==> config.mk <==
export PLATFORM = sky130hd
export DESIGN_NAME = frv_counters_mc
export DESIGN_NICKNAME = d
export VERILOG_FILES = /design/src/rtl/frv_counters_pkg.sv /design/src/rtl/frv_cmp_channel.sv /design/src/rtl/frv_counters_mc.sv
export SDC_FILE = /design/constraint.sdc
export NUM_CORES = 2
export LEC_CHECK = 0
export ABC_AREA = 1
export BUFFER_PORTS_ARGS = -buffer_cell sky130_fd_sc_hd__buf_2
export CAP_MARGIN = 25
export CORE_ASPECT_RATIO = 1.75
export CORE_MARGIN = 2
export CORE_UTILIZATION = 57
export DETAILED_ROUTE_END_ITERATION = 10
export PLACE_DENSITY_LB_ADDON = 0.1
export SYNTH_ARGS = -nofsm -noshare
export SYNTH_HDL_FRONTEND = slang
export SYNTH_SLANG_ARGS = --single-unit
==> constraint.sdc <==
create_clock -name g_clk -period 2.9 [get_ports g_clk]
set_input_delay 0 -clock g_clk [delete_from_list [all_inputs] [get_ports g_clk]]
set_output_delay 0 -clock g_clk [all_outputs]
set_load 0.01 [all_outputs]
==> src/rtl/frv_counters_pkg.sv <==
// Shared register map and encodings for the multi-channel counter/timer block.
// Latency: n/a (constants and pure helper functions only).
// Backpressure: n/a.
package frv_counters_pkg;

  // Fixed register offsets, relative to the MMIO window base
  localparam logic [31:0] OFF_MTIME_LO = 32'h0000_0000;
  localparam logic [31:0] OFF_MTIME_HI = 32'h0000_0004;
  localparam logic [31:0] OFF_PRESC    = 32'h0000_0008;
  localparam logic [31:0] OFF_IE       = 32'h0000_000C;
  localparam logic [31:0] OFF_STATUS   = 32'h0000_0010;
  localparam logic [31:0] OFF_MODE     = 32'h0000_0014;

  // Per-channel banks: compare registers, then reload periods
  localparam logic [31:0] CMP_BASE     = 32'h0000_0020;
  localparam logic [31:0] PERIOD_BASE  = 32'h0000_0060;
  localparam logic [31:0] CH_STRIDE    = 32'h0000_0008;

  // Mode bit per channel
  typedef enum logic {
    CMP_ONESHOT  = 1'b0,
    CMP_PERIODIC = 1'b1
  } cmp_mode_e;

  // Offset of the low word of mtimecmp[ch]
  function automatic logic [31:0] cmp_lo_off(input int ch);
    return CMP_BASE + CH_STRIDE * 32'(ch);
  endfunction

  // Offset of the low word of period[ch]
  function automatic logic [31:0] per_lo_off(input int ch);
    return PERIOD_BASE + CH_STRIDE * 32'(ch);
  endfunction

endpackage

==> src/rtl/frv_cmp_channel.sv <==
// One compare channel: mtimecmp, period, mode, sticky status with optional auto-reload.
// Latency: status/reload take effect one cycle after mtime >= mtimecmp is seen.
// Backpressure: none; MMIO writes to cmp override a reload in the same cycle.
module frv_cmp_channel
  import frv_counters_pkg::*;
#(
  parameter int CTR_W = 64
) (
  input  logic             clk,
  input  logic             reset,
  input  logic [CTR_W-1:0] mtime,
  input  logic             wr_cmp_lo,
  input  logic             wr_cmp_hi,
  input  logic             wr_per_lo,
  input  logic             wr_per_hi,
  input  logic             wr_mode,
  input  logic [31:0]      wdata,
  input  logic             mode_wdata,
  input  logic             clr_status,
  output logic [CTR_W-1:0] cmp,
  output logic [CTR_W-1:0] period,
  output logic             periodic,
  output logic             status
);

  cmp_mode_e mode;
  logic      match;

  assign match    = (mtime >= cmp);
  assign periodic = (mode == CMP_PERIODIC);

  // Compare register: software write beats the periodic reload
  always_ff @(posedge clk) begin
    if (reset) begin
      cmp <= '0;
    end else if (wr_cmp_lo) begin
      cmp[31:0] <= wdata;
    end else if (wr_cmp_hi) begin
      cmp[CTR_W-1:32] <= wdata[CTR_W-33:0];
    end else if (match && periodic) begin
      cmp <= cmp + period;
    end
  end

  // Period and mode registers, software-owned
  always_ff @(posedge clk) begin
    if (reset) begin
      period <= '0;
      mode   <= CMP_ONESHOT;
    end else begin
      if (wr_per_lo) period[31:0] <= wdata;
      if (wr_per_hi) period[CTR_W-1:32] <= wdata[CTR_W-33:0];
      if (wr_mode)   mode <= cmp_mode_e'(mode_wdata);
    end
  end

  // Sticky status: a match in the same cycle as a W1C keeps the bit set
  always_ff @(posedge clk) begin
    if (reset) status <= 1'b0;
    else       status <= match | (status & ~clr_status);
  end

endmodule

==> src/rtl/frv_counters_mc.sv <==
// Prescaled mtime, cycle/instret counters and NCMP compare channels behind an MMIO window.
// Latency: MMIO read data/error registered, valid one cycle after mmio_en, held until next request.
// Backpressure: none; every request is accepted in the cycle it is presented.
module frv_counters_mc
  import frv_counters_pkg::*;
#(
  parameter logic [31:0] MMIO_BASE_ADDR = 32'h0000_1000,
  parameter logic [31:0] MMIO_BASE_MASK = 32'hFFFF_F000,
  parameter int          CTR_W          = 64,
  parameter int          NCMP           = 4,
  parameter int          PRESC_W        = 16
) (
  input  logic            g_clk,
  input  logic            g_reset,
  input  logic            instr_ret,
  input  logic            inhibit_cy,
  input  logic            inhibit_tm,
  input  logic            inhibit_ir,
  output logic [63:0]     ctr_time,
  output logic [63:0]     ctr_cycle,
  output logic [63:0]     ctr_instret,
  output logic [NCMP-1:0] timer_interrupt,
  input  logic            mmio_en,
  input  logic            mmio_wen,
  input  logic [31:0]     mmio_addr,
  input  logic [31:0]     mmio_wdata,
  output logic [31:0]     mmio_rdata,
  output logic            mmio_error
);

  logic [CTR_W-1:0]   mtime;
  logic [PRESC_W-1:0] prescale;
  logic [PRESC_W-1:0] pcount;
  logic [NCMP-1:0]    ie;
  logic [NCMP-1:0]    status;
  logic [NCMP-1:0]    periodic;
  logic [CTR_W-1:0]   cmp    [NCMP];
  logic [CTR_W-1:0]   period [NCMP];

  // Zero-extended views used for readback
  logic [63:0] mtime_x;
  logic [63:0] cmp_x [NCMP];
  logic [63:0] per_x [NCMP];
  logic [31:0] presc_x;
  logic [31:0] ie_x;
  logic [31:0] status_x;
  logic [31:0] mode_x;

  // Decode
  logic        in_win;
  logic [31:0] off;
  logic        mapped;
  logic [31:0] rd_val;
  logic        wr_en;
  logic        sel_mtime_lo, sel_mtime_hi, sel_presc, sel_ie, sel_status, sel_mode;
  logic [NCMP-1:0] sel_cmp_lo, sel_cmp_hi, sel_per_lo, sel_per_hi;
  logic        wr_mtime_lo, wr_mtime_hi, wr_presc, wr_ie, wr_status, wr_mode;
  logic [NCMP-1:0] wr_cmp_lo, wr_cmp_hi, wr_per_lo, wr_per_hi;
  logic [NCMP-1:0] status_clr;
  logic        tick;

  assign in_win = ((mmio_addr & MMIO_BASE_MASK) == (MMIO_BASE_ADDR & MMIO_BASE_MASK));
  assign off    = mmio_addr & ~MMIO_BASE_MASK;
  assign wr_en  = mmio_en & mmio_wen & in_win & mapped;

  assign wr_mtime_lo = wr_en & sel_mtime_lo;
  assign wr_mtime_hi = wr_en & sel_mtime_hi;
  assign wr_presc    = wr_en & sel_presc;
  assign wr_ie       = wr_en & sel_ie;
  assign wr_status   = wr_en & sel_status;
  assign wr_mode     = wr_en & sel_mode;
  assign wr_cmp_lo   = {NCMP{wr_en}} & sel_cmp_lo;
  assign wr_cmp_hi   = {NCMP{wr_en}} & sel_cmp_hi;
  assign wr_per_lo   = {NCMP{wr_en}} & sel_per_lo;
  assign wr_per_hi   = {NCMP{wr_en}} & sel_per_hi;
  assign status_clr  = wr_status ? mmio_wdata[NCMP-1:0] : '0;

  // A prescale write restarts the prescaler, so no mtime tick that cycle
  assign tick = !inhibit_tm && !wr_presc && (pcount == prescale);

  assign ctr_time        = mtime_x;
  assign timer_interrupt = status & ie;

  // Zero-extend narrow registers into 32/64-bit readback views
  always_comb begin
    mtime_x  = '0;
    presc_x  = '0;
    ie_x     = '0;
    status_x = '0;
    mode_x   = '0;
    mtime_x[CTR_W-1:0]   = mtime;
    presc_x[PRESC_W-1:0] = prescale;
    ie_x[NCMP-1:0]       = ie;
    status_x[NCMP-1:0]   = status;
    mode_x[NCMP-1:0]     = periodic;
    for (int i = 0; i < NCMP; i++) begin
      cmp_x[i] = '0;
      per_x[i] = '0;
      cmp_x[i][CTR_W-1:0] = cmp[i];
      per_x[i][CTR_W-1:0] = period[i];
    end
  end

  // Offset decode and readback mux; unmapped offsets read 0 and flag an error
  always_comb begin
    mapped       = 1'b0;
    rd_val       = '0;
    sel_mtime_lo = 1'b0;
    sel_mtime_hi = 1'b0;
    sel_presc    = 1'b0;
    sel_ie       = 1'b0;
    sel_status   = 1'b0;
    sel_mode     = 1'b0;
    sel_cmp_lo   = '0;
    sel_cmp_hi   = '0;
    sel_per_lo   = '0;
    sel_per_hi   = '0;
    case (off)
      OFF_MTIME_LO: begin mapped = 1'b1; sel_mtime_lo = 1'b1; rd_val = mtime_x[31:0];  end
      OFF_MTIME_HI: begin mapped = 1'b1; sel_mtime_hi = 1'b1; rd_val = mtime_x[63:32]; end
      OFF_PRESC:    begin mapped = 1'b1; sel_presc    = 1'b1; rd_val = presc_x;        end
      OFF_IE:       begin mapped = 1'b1; sel_ie       = 1'b1; rd_val = ie_x;           end
      OFF_STATUS:   begin mapped = 1'b1; sel_status   = 1'b1; rd_val = status_x;       end
      OFF_MODE:     begin mapped = 1'b1; sel_mode     = 1'b1; rd_val = mode_x;         end
      default: ;
    endcase
    for (int i = 0; i < NCMP; i++) begin
      if (off == cmp_lo_off(i)) begin
        mapped = 1'b1; sel_cmp_lo[i] = 1'b1; rd_val = cmp_x[i][31:0];
      end
      if (off == cmp_lo_off(i) + 32'd4) begin
        mapped = 1'b1; sel_cmp_hi[i] = 1'b1; rd_val = cmp_x[i][63:32];
      end
      if (off == per_lo_off(i)) begin
        mapped = 1'b1; sel_per_lo[i] = 1'b1; rd_val = per_x[i][31:0];
      end
      if (off == per_lo_off(i) + 32'd4) begin
        mapped = 1'b1; sel_per_hi[i] = 1'b1; rd_val = per_x[i][63:32];
      end
    end
  end

  // Prescaler and mtime; a software write to mtime drops that cycle's increment
  always_ff @(posedge g_clk) begin
    if (g_reset) begin
      prescale <= '0;
      pcount   <= '0;
      mtime    <= '0;
    end else begin
      if (wr_presc) begin
        prescale <= mmio_wdata[PRESC_W-1:0];
        pcount   <= '0;
      end else if (!inhibit_tm) begin
        pcount <= (pcount == prescale) ? '0 : pcount + 1'b1;
      end
      if (wr_mtime_lo)      mtime[31:0]       <= mmio_wdata;
      else if (wr_mtime_hi) mtime[CTR_W-1:32] <= mmio_wdata[CTR_W-33:0];
      else if (tick)        mtime             <= mtime + 1'b1;
    end
  end

  // Free-running cycle and retired-instruction counters
  always_ff @(posedge g_clk) begin
    if (g_reset) begin
      ctr_cycle   <= '0;
      ctr_instret <= '0;
    end else begin
      if (!inhibit_cy)             ctr_cycle   <= ctr_cycle + 1'b1;
      if (instr_ret && !inhibit_ir) ctr_instret <= ctr_instret + 1'b1;
    end
  end

  // Interrupt enable register
  always_ff @(posedge g_clk) begin
    if (g_reset)    ie <= '0;
    else if (wr_ie) ie <= mmio_wdata[NCMP-1:0];
  end

  // Registered MMIO response, held until the next request
  always_ff @(posedge g_clk) begin
    if (g_reset) begin
      mmio_rdata <= '0;
      mmio_error <= 1'b0;
    end else if (mmio_en) begin
      mmio_rdata <= in_win ? rd_val : '0;
      mmio_error <= in_win && !mapped;
    end
  end

  for (genvar i = 0; i < NCMP; i++) begin : g_ch
    frv_cmp_channel #(
      .CTR_W(CTR_W)
    ) u_ch (
      .clk        (g_clk),
      .reset      (g_reset),
      .mtime      (mtime),
      .wr_cmp_lo  (wr_cmp_lo[i]),
      .wr_cmp_hi  (wr_cmp_hi[i]),
      .wr_per_lo  (wr_per_lo[i]),
      .wr_per_hi  (wr_per_hi[i]),
      .wr_mode    (wr_mode),
      .wdata      (mmio_wdata),
      .mode_wdata (mmio_wdata[i]),
      .clr_status (status_clr[i]),
      .cmp        (cmp[i]),
      .period     (period[i]),
      .periodic   (periodic[i]),
      .status     (status[i])
    );
  end

endmodule

==> reports/metrics.csv, run 1 <==
metric,value,unit
status,stopped before the end,
stop_stage,5_1_grt,
error_line,[ERROR GRT-0116] Global routing finished with congestion. Check the congestion regions in the DRC Viewer.,
synth_most_common_cell,nand2_1,
async_flop_share,0,%
pre_cts_slack,-0.558,ns
ios,301,
cts_root_buffer,clkbuf_16,
dp_cells,12300,
syn_inst,9692,
grt_pass1_wl,675000,µm
yosysWarnings,0,
initial_core_util,57.4,%
yosys_register_bits,781,
routabilityCongestion,1.30,
track_usage,79.6,%
dp_hpwl,286000,µm
rows,159,
synth_enable_flop_cells,0,
die_w,253,µm
synth_common_cells,"1,843 x nand2_1, 1,334 x inv_1, 1,251 x a21oi_1",
ys_types,63,
synth_area_leaders,"dfxtp_1 25%, nand2_1 11%, ha_1 10%",
syn_area,61700,µm²
clock_sinks,781,
cts_buffers,80,
ys.flop_type,dfxtp_1,
yosysSeqAreaShare,25.3,%
synth.largest_area_cell,dfxtp_1,
grt_pass1_vias,89400,
syn_nets,10300,
syn_area_per_cell,6.37,µm²
io_buffers,300,
netlist.area_leader.share,25.3,%
clock_path_buffers,3,
die_y,439,µm
htree_levels,3,
overflow,1331,
grt_max_degree,92,
-- kinds of logic after synthesis --
logic type	count (synthesis)	share of synthesized area, %
simple gates	3642	25.0
compound gates	2726	24.0
buf+inv	1720	10.7
flops	781	25.3
fa+ha+maj	516	10.5
xor+xnor	307	4.36
-- through the flow --
stage          hold WS, ns  instance area [µm²]
2_1_floorplan        0.145                61700
3_3_place_gp         0.324                74600
3_5_place_dp         0.334                74600
4_1_cts             0.0518                78900
-- routing by layer --
metal | GRT usage (%) | GRT overflow
met5 | 36.1 | 12
met3 | 63.3 | 35
met1 | 77.0 | 17
met4 | 82.6 | 398
met2 | 97.9 | 869
-- repair_timing --
| item | CTS |
|---|---|
| setup endpoints to repair | 287 |
| gates resized for setup | 250 |
| hold buffers | 38 |
| gates cloned | 2 |
| setup buffers | 39 |
| pin swaps | 46 |
| hold endpoints to repair | 374 |
==> run 2, diff against run 1 <==
Settings changed: CORE_ASPECT_RATIO 1.75 to unset, CORE_UTILIZATION 57 to 40, PLACE_DENSITY_LB_ADDON 0.1 to 0.15.
Clock period 2.9 ns to 3.8 ns, I/O delays scaled along.
==> run 2 against run 1 <==
- the flow now finishes, with violations (negative setup slack)
- synthesized area did not move
- synthesized cell count did not move
==> reports/metrics.csv, run 2 <==
metric,value,unit,change
status,"finished, violations left",,
violations,negative setup slack,,
skew,0.0532,ns,
grt_max_degree,111,,
seqCellArea,15600,µm²,
intPower,15.0,mW,
path_max_fanout,15,,
slew_headroom,10.1,%,
synth_most_common_cell,nand2_1,,
yosys_register_bits,781,,unchanged
fill_cells,16300,,
syn_nets,10300,,unchanged
tightestPinTransition,1.35,ns,
dr.pass1.iters,9,,
cp.arrival,4.68,ns,
power,21.0,mW,
via_per_inst,6.11,,
routabilityCongestion,1.14,,-13%
maxCapViolations,0,,
power_leakage,31.3,nW,
clock_sinks,781,,unchanged
grt_setup_unrepaired,false,,
final_common_cell,nand2_1,,
placed_area,68300,µm²,-8.4%
setup_ws,-0.242,ns,
synth_enable_flop_cells,0,,unchanged
p_per_area,290,nW/µm²,
ios,301,,unchanged
multiInputGateArea,39500,µm²,
pre_cts_slack,-0.634,ns,-0.0767 ns
netlist.area_leader.share,25.3,%,unchanged
grt_pass1_vias,69000,,
core_area,154000,µm²,
cts_root_buffer,clkbuf_16,,
drive_above_1_share,10.4,%,
p_clk_share,50.9,%,
p_switching,6.02,mW,
grt_pass1_wl,529000,µm,
cp_cell_sequence,"dlygate4sd3_1, buf_2, nor2_4, nand2_4, nor2_1, nand2_1, clkinvlp_4, nand2_1, nand4_1, o21ai_1, nand4_1, nor2_1, nand4_1, nand2_1, nand4_1, o21ai_0, a21oi_1",,
slew_viol_final,0,,
cts_buffers,99,,+24%
max_stage_delay,0.56,ns,
final_cell_mix,"1,836 x nand2_1, 1,333 x inv_1, 1,250 x a21oi_1, 938 x o21ai_0, 909 x nor2_1",,
antenna_left,0,,
seqPwrFrac,39.7,%,
yosysSeqAreaShare,25.3,%,unchanged
top_regs,"g_ch.u_ch.cmp x256, g_ch.u_ch.period x256",,
rows,144,,-9.4%
peakVddDrop,0.353,mV,
critPathKind,in -> reg,,
min_path_type,in -> reg,,
track_usage,47.2,%,
crit_slowest_cell,nor2_1,,
drcViolationCount,0,,
cts_tree,yes,,
die_y,397,µm,-9.7%
dp_hpwl,307000,µm,+7.3%
post_drt_wl_per_cell,31.1,µm,
syn_area_per_cell,6.37,µm²,unchanged
sw_frac_of_total,28.6,%,
wirelength,387000,µm,
overflow,0,,
drt_iter0_drc,11500,,
cp_data_required_time,4.44,ns,
synth_area_leaders,"dfxtp_1 25%, nand2_1 11%, ha_1 10%",,
die_w,397,µm,+57%
critical_path.most_common_cell,nand4_1,,
clock_path_buffers,3,,unchanged
fin_area,72500,µm²,
clk_pin_slew_worst_paths,0.07,ns,
clkLatencyLatePin,0.79,ns,
p_comb_share,9.4,%,
nNetsFinal,10800,,
syn_inst,9692,,unchanged
hold_viol_final,0,,
die-area,157000,µm²,
finalCritPeriodShare,106,%,
layout_min_cycle_time,4.04,ns,
dr_total_vias,76000,,
yosysWarnings,0,,unchanged
syn_area,61700,µm²,unchanged
htree_levels,3,,unchanged
synth.largest_area_cell,dfxtp_1,,
max_freq,247,MHz,
syn2layout_area_growth,17.5,%,
ys.flop_type,dfxtp_1,,
cp-start-kind,input pin,,
finalSetupViolations,2,,
cp-end-kind,flop,,
grt_antenna_before_repair,60,,
async_flop_share,0,%,unchanged
cts_setup_buffers,0,,-100%
io_buffers,300,,unchanged
initial_core_util,40.1,%,-17 points
synth_common_cells,"1,843 x nand2_1, 1,334 x inv_1, 1,251 x a21oi_1",,
ys_types,63,,unchanged
==> run 2: final cells by class <==
| cell class | instances | area share, % |
|---|---|---|
| diodes | 60 | 0.207 |
| clock buffers | 137 | 3.86 |
| clock inverters | 47 | 1.07 |
| inverters | 1375 | 7.14 |
| multi-input cells | 7191 | 54.5 |
| flip-flops and latches | 781 | 21.6 |
| well taps | 2044 | 3.53 |
| repair buffers | 805 | 8.12 |
==> run 2: timing repair <==
action / in CTS / in global routing
hold buffers: 41 / 0
gates resized for setup: 0 / 12
hold endpoints to repair: 376 / 0
setup endpoints to repair: 0 / 15
==> run 2: power groups by stage <==
stage	logic (mW)	clock network [mW]	registers (mW)
floorplan	0.743	0	8.48
global placement	1.80	0	8.50
detailed placement	1.81	0	8.50
CTS	1.85	10.7	8.32
global route	1.99	11.0	8.33
finish	1.98	10.7	8.34
==> run 2: cell families (layout without fill, tap and decap cells) <==
family,after synthesis,after routing,share of synthesized area [%]
flops,781,781,25.3
simple gates,3642,3642,25.0
other cells,0,60,0
compound gates,2726,2726,24.0
buf+inv,1720,2364,10.7
xor+xnor,307,307,4.36
fa+ha+maj,516,516,10.5
==> run 2: final timing paths <==
kind	startpoint	end	slack, ns	depth (start not counted)
setup / recovery	mmio_addr[0]	mmio_rdata[7]	-0.24	17
hold / removal	mmio_addr[1]	g_ch[3].u_ch.periodic	0.07	8
setup reg to reg	ctr_time[39]	mmio_rdata[7]	0.02	11
hold reg to reg	ctr_cycle[62]	ctr_cycle[62]	0.47	2
==> run 2: critical path, delay by kind of cell <==
family	cells	cell delay (ns)
compound gates	3	0.89
buf+inv	3	1.18
simple gates	11	2.59
==> run 2: layer usage <==
metal	global-route usage (%)	vias up	routed length, µm
li1	-	33700	-
met1	60.2	35600	149000
met2	67.6	5433	157000
met3	12.7	1294	47100
met4	35.3	40	33300
met5	0	-	273
==> run 2: through the flow <==
step           setup TNS, ns  hold slack, ns  util [%]  std cells
2_1_floorplan              0           0.145         -       9692
3_3_place_gp           -3.89           0.321      44.4      12100
3_5_place_dp           -3.47           0.342      44.5      12200
4_1_cts                    0          0.0366      47.0      12400
5_1_grt                    0           0.100      47.1      12400
6_report              -0.260          0.0711      47.2      12400
Note: power is estimated with default switching activity, not from simulation.
